### config.mk
export PLATFORM = sky130hd
export DESIGN_NAME = ir_pio_capture_flat
export DESIGN_NICKNAME = d
export VERILOG_FILES = /design/src/rtl/ir_pio_capture_if.sv /design/src/rtl/ir_pio_capture.sv /design/src/flat_wrapper.sv
export SDC_FILE = /design/constraint.sdc
export NUM_CORES = 1
export LEC_CHECK = 0
export BUFFER_PORTS_ARGS = -buffer_cell sky130_fd_sc_hd__buf_4
export CAP_MARGIN = 20
export CORE_AREA = 2 2 39 41
export CTS_CLUSTER_DIAMETER = 50
export DETAILED_ROUTE_END_ITERATION = 12
export DIE_AREA = 0 0 41 43
export HOLD_SLACK_MARGIN = 0.08
export PLACE_DENSITY = 0.6
export SETUP_SLACK_MARGIN = 0.5
export SLEW_MARGIN = 20
export SYNTH_ARGS = -nofsm -noshare
export SYNTH_HDL_FRONTEND = slang
export SYNTH_SLANG_ARGS = --single-unit
### constraint.sdc
create_clock -name clk -period 1.4 [get_ports clk]
set_input_delay 0.28 -clock clk [delete_from_list [all_inputs] [get_ports clk]]
set_output_delay 0.28 -clock clk [all_outputs]
set_load 0.02 [all_outputs]
### src/rtl/ir_pio_capture_if.sv
// Avalon-MM slave bus bundle for ir_pio_capture: register select,
// write strobe/data and registered read data.
interface ir_pio_capture_if #(
    parameter int WIDTH = 1
);
    logic [1:0]       address;
    logic             chipselect;
    logic             write_n;
    logic [WIDTH-1:0] writedata;
    logic [WIDTH-1:0] readdata;

    modport master (
        output address,
        output chipselect,
        output write_n,
        output writedata,
        input  readdata
    );

    modport slave (
        input  address,
        input  chipselect,
        input  write_n,
        input  writedata,
        output readdata
    );
endinterface

### src/rtl/ir_pio_capture.sv
// ir_pio_capture: WIDTH-bit Avalon-MM input port with two-flop
// synchroniser, per-bit glitch filter, edge capture (W1C) and a
// maskable level interrupt.

// Per-bit front end: synchroniser, persistence filter and edge event.
module ir_pio_capture_bit #(
    parameter int EDGE_TYPE     = 2,
    parameter int FILTER_CYCLES = 4
) (
    input  logic clk,
    input  logic reset_n,
    input  logic in_bit,
    output logic filt,
    output logic evt
);
    // 0 and 1 both mean "accept after one clock", i.e. no filtering
    localparam int NF = (FILTER_CYCLES < 1) ? 1 : FILTER_CYCLES;
    localparam int CW = $clog2(NF + 1);
    localparam logic [CW-1:0] CNT_LAST = CW'(NF - 1);

    logic          s1;
    logic          s2;
    logic          prev;
    logic [CW-1:0] cnt;
    logic          rise;
    logic          fall;

    // two-flop synchroniser for the asynchronous input
    always_ff @(posedge clk or negedge reset_n) begin
        if (!reset_n) begin
            s1 <= 1'b0;
            s2 <= 1'b0;
        end else begin
            s1 <= in_bit;
            s2 <= s1;
        end
    end

    // accept s2 only once it has disagreed with filt for NF straight clocks
    always_ff @(posedge clk or negedge reset_n) begin
        if (!reset_n) begin
            filt <= 1'b0;
            cnt  <= '0;
        end else if (s2 == filt) begin
            cnt <= '0;
        end else if (cnt == CNT_LAST) begin
            filt <= s2;
            cnt  <= '0;
        end else begin
            cnt <= cnt + 1'b1;
        end
    end

    // one-clock history of the filtered level for edge detection
    always_ff @(posedge clk or negedge reset_n) begin
        if (!reset_n) prev <= 1'b0;
        else          prev <= filt;
    end

    // select which filtered transition counts as a capture event
    always_comb begin
        rise = filt & ~prev;
        fall = ~filt & prev;
        case (EDGE_TYPE)
            0:       evt = rise;
            1:       evt = fall;
            default: evt = rise | fall;
        endcase
    end
endmodule

module ir_pio_capture #(
    parameter int WIDTH         = 1,
    parameter int EDGE_TYPE     = 2,
    parameter int FILTER_CYCLES = 4
) (
    input  logic                  clk,
    input  logic                  reset_n,
    ir_pio_capture_if.slave       bus,
    input  logic [WIDTH-1:0]      in_port,
    output logic                  irq
);
    localparam logic [1:0] A_DATA = 2'd0;
    localparam logic [1:0] A_RSVD = 2'd1;
    localparam logic [1:0] A_MASK = 2'd2;
    localparam logic [1:0] A_ECAP = 2'd3;

    // decoded bus write for this cycle
    typedef struct packed {
        logic             mask_wr;
        logic             cap_clr;
        logic [WIDTH-1:0] data;
    } wr_req_t;

    wr_req_t          wreq;
    logic [WIDTH-1:0] filt;
    logic [WIDTH-1:0] evt;
    logic [WIDTH-1:0] clr_bits;
    logic [WIDTH-1:0] irq_mask;
    logic [WIDTH-1:0] edge_cap;

    // bits are independent: one front end per input bit
    ir_pio_capture_bit #(
        .EDGE_TYPE     (EDGE_TYPE),
        .FILTER_CYCLES (FILTER_CYCLES)
    ) u_bit [WIDTH-1:0] (
        .clk     (clk),
        .reset_n (reset_n),
        .in_bit  (in_port),
        .filt    (filt),
        .evt     (evt)
    );

    // decode a write strobe into per-register requests
    always_comb begin
        wreq      = '0;
        wreq.data = bus.writedata;
        if (bus.chipselect && !bus.write_n) begin
            wreq.mask_wr = (bus.address == A_MASK);
            wreq.cap_clr = (bus.address == A_ECAP);
        end
        clr_bits = wreq.cap_clr ? wreq.data : '0;
    end

    // interrupt enable register
    always_ff @(posedge clk or negedge reset_n) begin
        if (!reset_n)          irq_mask <= '0;
        else if (wreq.mask_wr) irq_mask <= wreq.data;
    end

    // sticky edge capture; a same-cycle event beats the W1C clear
    always_ff @(posedge clk or negedge reset_n) begin
        if (!reset_n) edge_cap <= '0;
        else          edge_cap <= (edge_cap & ~clr_bits) | evt;
    end

    // registered read mux, updated every clock regardless of chipselect
    always_ff @(posedge clk or negedge reset_n) begin
        if (!reset_n) begin
            bus.readdata <= '0;
        end else begin
            case (bus.address)
                A_DATA: bus.readdata <= filt;
                A_RSVD: bus.readdata <= '0;
                A_MASK: bus.readdata <= irq_mask;
                A_ECAP: bus.readdata <= edge_cap;
            endcase
        end
    end

    // level interrupt straight from registers, so no combinational glitches
    assign irq = |(edge_cap & irq_mask);
endmodule
### src/flat_wrapper.sv
// flat-port wrapper written by rule: the top's interface ports become plain ports
module ir_pio_capture_flat 
#(
    parameter int WIDTH         = 1,
    parameter int EDGE_TYPE     = 2,
    parameter int FILTER_CYCLES = 4
)
  (clk, reset_n, in_port, irq, bus_address, bus_chipselect, bus_write_n, bus_writedata, bus_readdata);
  ir_pio_capture_if #(.WIDTH(WIDTH)) bus_i ();
  input  logic clk;
  input  logic reset_n;
  input  logic [WIDTH-1:0] in_port;
  output logic irq;
  input wire logic [$bits(bus_i.address)-1:0] bus_address;
  input wire logic [$bits(bus_i.chipselect)-1:0] bus_chipselect;
  input wire logic [$bits(bus_i.write_n)-1:0] bus_write_n;
  input wire logic [$bits(bus_i.writedata)-1:0] bus_writedata;
  output wire logic [$bits(bus_i.readdata)-1:0] bus_readdata;
  assign bus_i.address = bus_address;
  assign bus_i.chipselect = bus_chipselect;
  assign bus_i.write_n = bus_write_n;
  assign bus_i.writedata = bus_writedata;
  assign bus_readdata = bus_i.readdata;
  ir_pio_capture #(.WIDTH(WIDTH), .EDGE_TYPE(EDGE_TYPE), .FILTER_CYCLES(FILTER_CYCLES)) u_core (.clk(clk), .reset_n(reset_n), .bus(bus_i), .in_port(in_port), .irq(irq));
endmodule
==> results.py <==
metrics = {
    "floorplan": {
        "start_util_pct": 28.75,
        "core-area_mm2": 0.001384,
        "rows": 14,
        "ios": 10,
        "die_area_mm2": 0.001763,
        "die_w_um": 41,
        "fp.dieH_um": 43,
    },
    "grt": {
        "grt_pass1_vias": 349,
        "busiest_layer": "met2",
        "grt_pass1_wl_mm": 1.386,
        "grt_use_total_pct": 11.86,
        "grt_overflow": 0,
        "use_met2_pct": 21.88,
        "antenna_found_initial": 0,
        "grt_max_degree": 11,
        "use_met1_pct": 11.26,
        "grtUsageMet3_pct": 3.141,
    },
    "run_status": {
        "status": "finished clean",
    },
    "detailed_routing": {
        "drc": 0,
        "first_iter_violations": 1,
        "wire_per_inst_um": 13.15,
        "ant_nets": 0,
        "drtPass1Iterations": 2,
        "vias_per_cell": 4.530,
        "wirelength_um": 868,
        "dr_total_vias": 299,
    },
    "finish": {
        "finalNonFillerCells": 66,
        "fin_nets": 60,
        "antenna_cells": 0,
        "layout_common_cells": "buf_4, dfrtp_1, buf_6, clkbuf_4",
        "layout-drive-gt1-share_pct": 66.00,
        "layout_commonest_cell": "buf_4",
        "syn_to_final_growth_pct": 72.64,
    },
    "sta": {
        "grt_setup_unrepaired": "true",
        "worst_pin_slew_ns": 0.2255,
        "fmax_ghz": 0.8444,
        "finClkSkew_ns": 0.002926,
        "setup_violations": 0,
        "hold_viol": 0,
        "maxSlewViolCount": 0,
        "period_minus_slack_ns": 1.184,
        "slew_headroom_pct": 84.97,
        "fin_tns_setup_ns": 0,
        "fin_crit_sh_pct": 84.59,
    },
    "power_and_ir_drop": {
        "p_sw_w": 0.0003210,
        "ir_drop_uv": 610.4,
        "power.density_mw_per_mm2": 1631,
        "swShare_pct": 28.66,
        "p_leak_nw": 0.3133,
        "clockPowerShare_pct": 22.5,
        "intPower_w": 0.0007992,
        "combPwrFrac_pct": 38.4,
        "seqPwrFrac_pct": 39.2,
    },
    "worst_setup_path": {
        "required_ns": 1.12,
        "cp-start-kind": "flop",
        "critical_path.max_fanout": 2,
        "end_kind": "output port",
        "crit_type": "flop to output port",
        "arrival_ns": 0.90,
        "r2r_cells": 3,
    },
    "clock_network": {
        "path_clk_slew_ns": 0.06,
        "cts_tree": "yes",
        "cts_buffer_depth": 2,
        "cts_root_buf": "clkbuf_4",
        "h-tree-depth": 1,
        "cts_buffers": 3,
        "cts_sinks": 10,
        "clk-insertion-delay-late_ns": 0.25,
    },
    "synthesis": {
        "avgSynthCellArea_um2": 14.74,
        "yosys-top-cells-area": "dfrtp_1, mux2_4, nor3b_1",
        "synth_top_area_cell": "dfrtp_1",
        "ys_types": 17,
        "synth.net_count": 36,
        "synth_top_area_share_pct": 62.89,
        "synthCells": 27,
        "synth-seq-area-share_pct": 62.89,
        "ys_ff_latch": 10,
        "ys_warn_count": 0,
        "synth_area_um2": 397.9,
    },
    "place": {
        "dp.cells": 52,
        "gp_congestion": 0.6225,
        "place.port_buffers": 9,
    },
    "flow_run": {
        "max-cap-violations": 0,
    },
    "min_path": {
        "hold_depth": 1,
        "holdCritPathClass": "input port to flop",
    },
}
-- synthesized netlist by cell type --
cell,count
and2_1,1
ha_1,1
a211o_1,1
nor3_1,1
xnor2_1,1
mux2i_1,1
dfrtp_1,10
a21boi_0,1
o21ai_0,1
mux2_2,1
mux2_4,1
xor2_1,1
nor2b_2,1
nor3b_1,2
nand3b_1,1
and4bb_1,1
nand3_1,1
-- worst max-delay path: stages, from the launching register on --
cell and delay (ns):
dfrtp_1 0.38, and2_4 0.16, buf_6 0.12
-- layout make-up --
type,count,area (um^2)
fillers,116,696.9
flip-flops and latches,10,251.5
multi-input cells,17,215.2
repair buffers,19,163.9
clock buffers,4,36.28
well taps,16,20.02
-- power groups by stage --
stage	Combinational [W]	Sequential, W	Clock (W)
2_1_floorplan	0.000143	0.000409	0
3_3_place_gp	0.000201	0.000411	0
3_5_place_dp	0.000216	0.000420	0
4_1_cts	0.000387	0.000427	0.000267
5_1_grt	0.000480	0.000447	0.000268
6_report	0.000430	0.000439	0.000252
-- through the flow --
stage / power [W] / area (um^2) / setup slack (ns) / hold slack [ns] / util, %
after floorplan: 0.0005523 / 409.1 / 0.3382 / -0.01559 / -
after global placement: 0.0006126 / 496.7 / 0.3136 / 0.1118 / 35.90
after detailed placement: 0.0006365 / 496.7 / 0.2720 / 0.1137 / 35.90
after CTS: 0.001080 / 644.4 / 0.1891 / 0.1089 / 46.56
after global routing: 0.001194 / 686.9 / 0.1896 / 0.1185 / 49.64
final: 0.001120 / 686.9 / 0.2157 / 0.1300 / 49.64
-- flip-flops by register name, indices dropped and copies added (netlist names) --
register             flops
u_core.u_bit.prev        1
u_core.irq_mask          1
u_core.u_bit.s1          1
u_core.bus.readdata      1
u_core.u_bit.filt        1
u_core.u_bit.s2          1
u_core.edge_cap          1
u_core.u_bit.cnt         3
-- routing by layer --
metal	part of all wire, %	vias to the layer above
li1	-	142
met1	34	143
met2	57	12
met3	7.1	2
met4	1.8	0
met5	0	-
-- what timing repair did --
item / 4_1_cts / 5_1_grt
gates resized for setup: 11 / 5
setup buffers: 6 / 3
hold endpoints to repair: 10 / 0
hold buffers: 1 / 0
pin swaps: 5 / 3
setup endpoints to repair: 7 / 9
-- worst paths after layout --
kind,to,startpoint,slack (ns)
max,irq,u_core.irq_mask,0.22
min,u_core.u_bit[0].s1,in_port,0.13
max reg2reg,u_core.u_bit[0].filt,u_core.u_bit[0].cnt[0],0.29
min reg2reg,u_core.u_bit[0].s2,u_core.u_bit[0].s1,0.36
max in group asynchronous,u_core.u_bit[0].filt,reset_n,0.87
min in group asynchronous,u_core.u_bit[0].cnt[1],reset_n,0.38
-- cells by family after synthesis --
group | synth area share, %
multiplexers | 9.118
flip-flops | 62.89
XOR/XNOR | 4.403
AND/OR/NAND/NOR | 15.09
AO/OA/AOI/OAI | 5.346
adder cells (fa/ha/maj) | 3.144
No activity file was read; power rests on OpenSTA's default activity.
